==> src/rtl/muldiv_unit.sv <==
// muldiv_unit: iterative RV32M multiply/divide unit.
// Multiplies by radix-2 shift-add and divides by restoring division, both on
// operand magnitudes, with the sign applied to the result in the final step.
// Every operation takes exactly 32 iterations, which gives a fixed latency of
// 33 cycles from the accept cycle to the one-cycle DONE pulse.
//
// Handshake: md_start_i is sampled only in IDLE, and the accept cycle is the
// IDLE cycle in which it is high. md_busy_o stays high from the cycle after
// accept through the DONE cycle. md_done_o pulses for one cycle together with
// md_result_o, md_rd_o and md_we_o. Requests seen while busy are dropped,
// because there is no queueing.
module muldiv_unit #(
  parameter int MD_XLEN = 32
) (
  input  logic               clk_i,
  input  logic               rst_ni,
  input  logic               md_start_i,
  input  logic [2:0]         md_funct3_i,
  input  logic [MD_XLEN-1:0] md_rs1_i,
  input  logic [MD_XLEN-1:0] md_rs2_i,
  input  logic [4:0]         md_rd_i,
  output logic               md_busy_o,
  output logic               md_done_o,
  output logic               md_we_o,
  output logic [4:0]         md_rd_o,
  output logic [MD_XLEN-1:0] md_result_o,
  output logic [1:0]         md_state_o
);

  typedef enum logic [1:0] {
    S_IDLE = 2'd0,
    S_CALC = 2'd1,
    S_DONE = 2'd2
  } state_e;

  state_e               state_q, state_d;
  logic                 busy_q, busy_d;
  logic                 done_q, done_d;
  logic                 we_q, we_d;
  logic [4:0]           rd_out_q, rd_out_d;
  logic [MD_XLEN-1:0]   result_q, result_d;

  // Captured operation context
  logic [4:0]           rd_q, rd_d;
  logic                 is_div_q, is_div_d;
  logic                 alt_q, alt_d;        // mul: take high word; div: take remainder
  logic                 neg_q, neg_d;        // negate product / quotient
  logic                 neg_rem_q, neg_rem_d;
  logic [4:0]           cnt_q, cnt_d;

  // Datapath: hi holds the product high word or the partial remainder,
  // lo holds the multiplier/product low word or the dividend/quotient.
  logic [MD_XLEN-1:0]   hi_q, hi_d;
  logic [MD_XLEN-1:0]   lo_q, lo_d;
  logic [MD_XLEN-1:0]   addend_q, addend_d;  // multiplicand or divisor magnitude

  // Capture-time decode
  logic                 sign_a, sign_b;
  logic [MD_XLEN-1:0]   a_mag, b_mag;

  // One-iteration step results
  logic [MD_XLEN:0]     mul_sum;
  logic [MD_XLEN:0]     div_shift;
  logic                 div_ge;
  logic [MD_XLEN-1:0]   hi_n, lo_n;

  // Final sign fix-up and result selection
  logic [2*MD_XLEN-1:0] product, prod_fix;
  logic [MD_XLEN-1:0]   quo_fix, rem_fix, final_res;

  assign md_busy_o   = busy_q;
  assign md_done_o   = done_q;
  assign md_we_o     = we_q;
  assign md_rd_o     = rd_out_q;
  assign md_result_o = result_q;
  assign md_state_o  = state_q;

  // Operand signedness and magnitudes for the incoming request
  always_comb begin
    sign_a = md_rs1_i[MD_XLEN-1] & ((md_funct3_i == 3'b001) || (md_funct3_i == 3'b010) ||
                                    (md_funct3_i == 3'b100) || (md_funct3_i == 3'b110));
    sign_b = md_rs2_i[MD_XLEN-1] & ((md_funct3_i == 3'b001) || (md_funct3_i == 3'b100) ||
                                    (md_funct3_i == 3'b110));
    a_mag  = sign_a ? (~md_rs1_i + 1'b1) : md_rs1_i;
    b_mag  = sign_b ? (~md_rs2_i + 1'b1) : md_rs2_i;
  end

  // One shift-add (multiply) or restoring-subtract (divide) iteration
  always_comb begin
    mul_sum   = {1'b0, hi_q} + (lo_q[0] ? {1'b0, addend_q} : '0);
    div_shift = {hi_q, lo_q[MD_XLEN-1]};
    div_ge    = (div_shift >= {1'b0, addend_q});
    if (is_div_q) begin
      // When the trial subtraction succeeds the difference is below the
      // divisor, so the low-word subtraction is exact.
      hi_n = div_ge ? (div_shift[MD_XLEN-1:0] - addend_q) : div_shift[MD_XLEN-1:0];
      lo_n = {lo_q[MD_XLEN-2:0], div_ge};
    end else begin
      hi_n = mul_sum[MD_XLEN:1];
      lo_n = {mul_sum[0], lo_q[MD_XLEN-1:1]};
    end
  end

  // Sign fix-up of the last iteration's values and result selection
  always_comb begin
    product   = {hi_n, lo_n};
    prod_fix  = neg_q ? (~product + 1'b1) : product;
    quo_fix   = neg_q ? (~lo_n + 1'b1) : lo_n;
    rem_fix   = neg_rem_q ? (~hi_n + 1'b1) : hi_n;
    if (is_div_q) begin
      final_res = alt_q ? rem_fix : quo_fix;
    end else begin
      final_res = alt_q ? prod_fix[2*MD_XLEN-1:MD_XLEN] : prod_fix[MD_XLEN-1:0];
    end
  end

  // Next-state logic for the IDLE -> CALC -> DONE sequence
  always_comb begin
    state_d   = state_q;
    busy_d    = busy_q;
    done_d    = done_q;
    we_d      = we_q;
    rd_out_d  = rd_out_q;
    result_d  = result_q;
    rd_d      = rd_q;
    is_div_d  = is_div_q;
    alt_d     = alt_q;
    neg_d     = neg_q;
    neg_rem_d = neg_rem_q;
    cnt_d     = cnt_q;
    hi_d      = hi_q;
    lo_d      = lo_q;
    addend_d  = addend_q;
    unique case (state_q)
      S_IDLE: begin
        if (md_start_i) begin
          state_d   = S_CALC;
          busy_d    = 1'b1;
          cnt_d     = '0;
          rd_d      = md_rd_i;
          is_div_d  = md_funct3_i[2];
          alt_d     = md_funct3_i[2] ? md_funct3_i[1] : (md_funct3_i[1:0] != 2'b00);
          // A zero divisor yields an all-ones quotient magnitude, and that
          // value is returned unsigned, so it must not be negated.
          neg_d     = (sign_a ^ sign_b) & (~md_funct3_i[2] | (md_rs2_i != '0));
          neg_rem_d = sign_a;
          hi_d      = '0;
          lo_d      = md_funct3_i[2] ? a_mag : b_mag;
          addend_d  = md_funct3_i[2] ? b_mag : a_mag;
        end
      end
      S_CALC: begin
        hi_d  = hi_n;
        lo_d  = lo_n;
        cnt_d = cnt_q + 5'd1;
        if (cnt_q == 5'd31) begin
          state_d  = S_DONE;
          done_d   = 1'b1;
          we_d     = (rd_q != 5'd0);
          rd_out_d = rd_q;
          result_d = final_res;
        end
      end
      S_DONE: begin
        state_d = S_IDLE;
        busy_d  = 1'b0;
        done_d  = 1'b0;
        we_d    = 1'b0;
      end
      default: begin
        state_d = S_IDLE;
        busy_d  = 1'b0;
        done_d  = 1'b0;
        we_d    = 1'b0;
      end
    endcase
  end

  // State and output registers; reset wins over a concurrent start
  always_ff @(posedge clk_i) begin
    if (!rst_ni) begin
      state_q   <= S_IDLE;
      busy_q    <= 1'b0;
      done_q    <= 1'b0;
      we_q      <= 1'b0;
      rd_out_q  <= '0;
      result_q  <= '0;
      rd_q      <= '0;
      is_div_q  <= 1'b0;
      alt_q     <= 1'b0;
      neg_q     <= 1'b0;
      neg_rem_q <= 1'b0;
      cnt_q     <= '0;
      hi_q      <= '0;
      lo_q      <= '0;
      addend_q  <= '0;
    end else begin
      state_q   <= state_d;
      busy_q    <= busy_d;
      done_q    <= done_d;
      we_q      <= we_d;
      rd_out_q  <= rd_out_d;
      result_q  <= result_d;
      rd_q      <= rd_d;
      is_div_q  <= is_div_d;
      alt_q     <= alt_d;
      neg_q     <= neg_d;
      neg_rem_q <= neg_rem_d;
      cnt_q     <= cnt_d;
      hi_q      <= hi_d;
      lo_q      <= lo_d;
      addend_q  <= addend_d;
    end
  end

endmodule

==> config.mk <==
export PLATFORM = sky130hd
export DESIGN_NAME = muldiv_unit
export DESIGN_NICKNAME = d
export VERILOG_FILES = /design/src/rtl/muldiv_unit.sv
export SDC_FILE = /design/constraint.sdc
export NUM_CORES = 1
export LEC_CHECK = 0
export CAP_MARGIN = 30
export CORE_ASPECT_RATIO = 0.6
export CORE_MARGIN = 4
export CORE_UTILIZATION = 25
export CTS_CLUSTER_SIZE = 10
export DETAILED_ROUTE_END_ITERATION = 7
export PLACE_DENSITY = 0.42
export SYNTH_ARGS = -nofsm -noshare
export SYNTH_HDL_FRONTEND = slang
export SYNTH_SLANG_ARGS = --single-unit
==> constraint.sdc <==
create_clock -name clk_i -period 5.9 [get_ports clk_i]
set_clock_uncertainty 0.05 [all_clocks]
set_input_delay 1.18 -clock clk_i [delete_from_list [all_inputs] [get_ports clk_i]]
set_output_delay 1.18 -clock clk_i [all_outputs]
set_load 0.03 [all_outputs]
## After elaboration in Yosys (flattened, before gate mapping)

Cells that the tools add are included.

- $add $sub $neg: 8
- Mux-type cells: 30
- Reduce and logical (&&, ||, !) cells: 16
- Bitwise operators: 13
- Eq/ne operators: 8
- $lt $le $gt $ge: 1

Operators with widths:

| operator | number |
|---|---|
| $mux 32 | 15 |
| $add 32x1->32 const B | 4 |
| $not 32->32 | 4 |
| $pmux 32 s2 | 2 |
| $add 64x1->64 const B | 1 |
| $mux 64 | 1 |
| $not 64->64 | 1 |
| $add 32x32->33 | 1 |
| $ge 33x32->1 | 1 |
| $reduce_bool 32->1 | 1 |
| $sub 32x32->32 | 1 |
| $reduce_and 2->1 | 6 |
| $pmux 5 s2 | 1 |
| $eq 3x3->1 const B | 2 |
| $pmux 1 s2 | 3 |
| $add 5x1->5 const B | 1 |
| $eq 5x5->1 const B | 1 |
| $logic_or 1x1->1 | 5 |
| $mux 5 | 1 |
| $reduce_bool 5->1 | 1 |
| $mux 1 | 4 |
| $mux 2 | 2 |
| $ne 2x2->1 const B | 2 |
| $pmux 2 s2 | 1 |
| other kinds (9) | 14 |

- Output and inout bits: 42
- Input bits: 75
- Logic and storage cells: 91
- Register bits: 152

## Logic depth before layout (Yosys ltp)

- Depth after elaboration: 9
- Mapped depth: 26

## Worst setup path after synthesis

Ideal clock, no wire load.

- Path type: flip-flop to flip-flop
- Start: register addend_q[24]
- End: register result_q[6] (netlist: md_result_o[6])
- Required time: 5.719 ns
- Period minus slack after synthesis: 5.488 ns
- Setup slack: 0.412 ns
- Arrival: 5.307 ns
- Cell stages (with the launch flop): 26
- Library setup time: 0.131 ns
- Path through: dfxtp_1 inv_1 ha_1 buf_2 a21o_1 o21bai_1 a311o_1 and2_1 clkbuf_1 nor3_1 buf_2 nor2_1 a21oi_1 ha_1 o211ai_1 or4_1 nor2_1 nand2_1 or2_2 nand3b_1 and2_0 clkbuf_1 o41ai_1 xnor2_1 a211oi_1 nor3_1

- Longest elaborated chain between the ends: 8
- Elaborated cells on any way between the ends: 16

Ends and longest elaborated chain:

| what | line | source |
|---|---|---|
| start: declaration | 55 | `logic [MD_XLEN-1:0] addend_q, addend_d;` |
| start signal: assignment | 212 | `addend_q <= addend_d;` |
| $ge 33x32->1 * | 92 | `div_ge = (div_shift >= {1'b0, addend_q});` |
| $mux 32 | 96 | `hi_n = div_ge ? (div_shift[MD_XLEN-1:0] - addend_q) : div_shift[MD_XLEN-1:0];` |
| $mux 32 | 93 | `if (is_div_q) begin` |
| $not 64->64 / $not 32->32 (equally long branches) | 107, 109 |  |
| $add 64x1->64 / $add 32x1->32 (equally long branches) | 107, 109 |  |
| $mux 64 / $mux 32 (equally long branches) | 107, 109 |  |
| $mux 32, on equally long branches | 113, 111 |  |
| $mux 32 * | 110 | `if (is_div_q) begin` |
| end signal: assignment | 203 | `result_q <= result_d;` |
| end: declaration | 41 | `logic [MD_XLEN-1:0] result_q, result_d;` |

Every way passes the cells marked *; elsewhere a longest branch is shown, timed or not.
A chain may end at the register's enable or synchronous reset.

## Worst setup path after layout

- Start: register addend_q[24]
- End: register result_q[14] (netlist: md_result_o[14])

Same word-level chain as after synthesis.

==> metrics.yaml <==
antennaDiodeCount: 0
cts_root_buf: "clkbuf_16"
synth_seq_cells: 152
grt_usage_pct: 22.71
drt_first_pass_iters: 6
holdPathEnd: "cnt_q[3]"
synthCells: 2176
grt_max_degree: 76
post-route-min-period_ns: 5.670
rr_endpoint: "md_result_o[14]"
vdd_drop_max_mv: 0.1476
hold_slack_ns: 0.4082
synth_area_leaders: "dfxtp_1 20%, a21oi_1 8.4%, nand2_1 6.2%"
final_area_um2: 18400
yosysWarnings: 0
cts_buffers: 17
tightestPinTransition_ns: 1.083
cts_tree: "built"
synth-edff-count: 0
synthesis.area_um2: 15230
rr_worst_depth: 22
hp-class: "reg2reg"
die_area_um2: 65050
worstSkewPairLatency_ns: 0.47
port-buffer-count: 116
drt-initial-drc-count: 2098
powerDensity_nw_per_um2: 217.7
finalSetupViolations: 0
ant_nets: 0
grt_overflow: 0
die_h_um: 199.2
fmax_ghz: 0.1764
gp_congestion: 1.016
drcViolationCount: 0
relSlewSlack_pct: 27.34
post_dp_cell_area_um2: 17720
num_io_pins: 117
r2r-start: "addend_q[24]"
fp.coreArea_um2: 59740
final_common_cell: "a21oi_1"
viasPerCell: 5.620
finalCritPeriodShare_pct: 96.11
yosysTopAreaCellShare_pct: 19.99
hold_path_depth: 1
cp-end-kind: "register"
syn_nets: 2323
num_rows: 69
cap_violations: 0
cts_sinks: 152
fin_nets: 2427
synth_top_flop_cell: "dfxtp_1"
cp_max_fo: 10
synth.avg_cell_area_um2: 6.997
routed_wl_um: 76010
r2r_slack_ns: 0.23
ctsHoldBuffers: 0
cts.path.max_buffers: 2
total_power_w: 0.004004
layout_common_cells: "255 x a21oi_1, 250 x nand2_1, 211 x nor2_1"
route.vias.total: 17470
yosysUniqueCellTypes: 93
totalNegativeSetupSlack_ns: 0
cp_data_arrival_time_ns: 5.96
grt_pass1_wl_um: 110200
path_clk_slew_ns: 0.08
dpl.hpwl_um: 60610
antenna_found_initial: 7
cp.required_ns: 6.19
ys_seq_area_share_pct: 19.99
wl_per_cell_um: 24.45
drive_above_1_share_pct: 9.420
path_class: "reg2reg"
synthArstFlopShare_pct: 0
synth_top_area_cell: "dfxtp_1"
syn2layout_area_growth_pct: 20.81
pre_cts_ws_ns: 0.1582
die_x_um: 326.6
initial_core_util_pct: 25.49
setup.worst_path.start_class: "register"
hp-start: "cnt_q[3]"
finalHoldViolCount: 0
cellLeakagePower_nw: 6.938
rsz0062_at_grt: "false"
slew_violations: 0
grt_pass1_vias: 15500
layout_setup_ws_ns: 0.2297
outcome: "finished clean"
cts_max_level: 4
## cell families after synthesis
logic type / after synthesis / share of synthesized area, %
buffers and inverters: 210 / 5.440
flip-flops: 152 / 19.99
XOR/XNOR: 163 / 9.376
multiplexers: 52 / 3.566
adder cells (fa/ha/maj): 72 / 6.015
AO/OA/AOI/OAI: 711 / 29.63
AND/OR/NAND/NOR: 816 / 25.98
## synth_stat cells, drive strengths merged (34+ instances only)
library cell	instances
ha	70
nand4	35
mux2i	34
nand2	253
o211ai	58
xor2	63
a31oi	40
o21ai	136
nand3	43
inv	62
a21oi	256
xnor2	100
and2	59
dfxtp	152
clkbuf	118
nor2	212
nor3	62
## worst max path at each step
stage                 startpoint         endpoint
floorplan           addend_q[24]   md_result_o[6]
global placement         lo_q[0]  md_result_o[31]
detailed placement  addend_q[24]   md_result_o[6]
CTS                 addend_q[24]   md_result_o[6]
global route        addend_q[24]  md_result_o[14]
finish              addend_q[24]  md_result_o[14]
## report_power, final
group | switching (W) | internal [W] | leakage, nW
logic | 0.00110 | 0.000582 | 5.41
registers | 0.0000598 | 0.00107 | 1.24
clock network | 0.000600 | 0.000591 | 0.291
## per-stage QoR
stage	cells	util (%)
after global routing	3109	30.79
final	3109	30.79
after CTS	3107	30.66
after detailed placement	3075	29.67
after floorplan	2176	-
after global placement	3074	29.64
## per-layer routing
metal | global-route usage [%] | part of all wire [%] | routed length, µm
met4 | 2.991 | 0.87 | 663
met1 | 37.57 | 52 | 39860
met2 | 28.32 | 36 | 26990
met3 | 6.177 | 11 | 8466
met5 | 0 | 0.036 | 27
## flip-flops by register name, indices dropped and copies added, names as in the netlist, 2 cells and up
register,count
addend_q,32
cnt_q,5
hi_q,32
lo_q,32
md_rd_o,5
md_result_o,32
md_state_o,2
rd_q,5
## repair_timing
item | in CTS | in global routing
setup buffers | 0 | 2
resized for setup | 0 | 15
setup endpoints to repair | 0 | 14
hold endpoints to repair | 0 | 0
## layout make-up
type / count / area (µm²)
clock buffer: 18 / 450.4
clock inverter: 14 / 142.6
fill: 6532 / 41350
inverter: 63 / 239.0
multi-input combinational: 1814 / 11430
sequential: 152 / 3048
tap: 816 / 1021
timing repair buffer: 232 / 2059
## critical path, stage by stage (launching register included)
cell and delay (ns):
dfxtp_1 0.34, inv_1 0.06, ha_1 0.39, a21o_1 0.23, o21bai_1 0.25, a311o_1 0.34, and2_1 0.18, nor3_2 0.27
nor2_1 0.17, a21oi_2 0.18, ha_1 0.21, o211ai_1 0.14, or4_1 0.55, nor2_1 0.15, nand2_1 0.12, or2_2 0.38
nand3b_1 0.35, and2_4 0.33, nor3_1 0.27, a31oi_1 0.14, xor2_1 0.18, a21oi_1 0.17, a21oi_1 0.08
No activity file was read; power rests on OpenSTA's default activity.
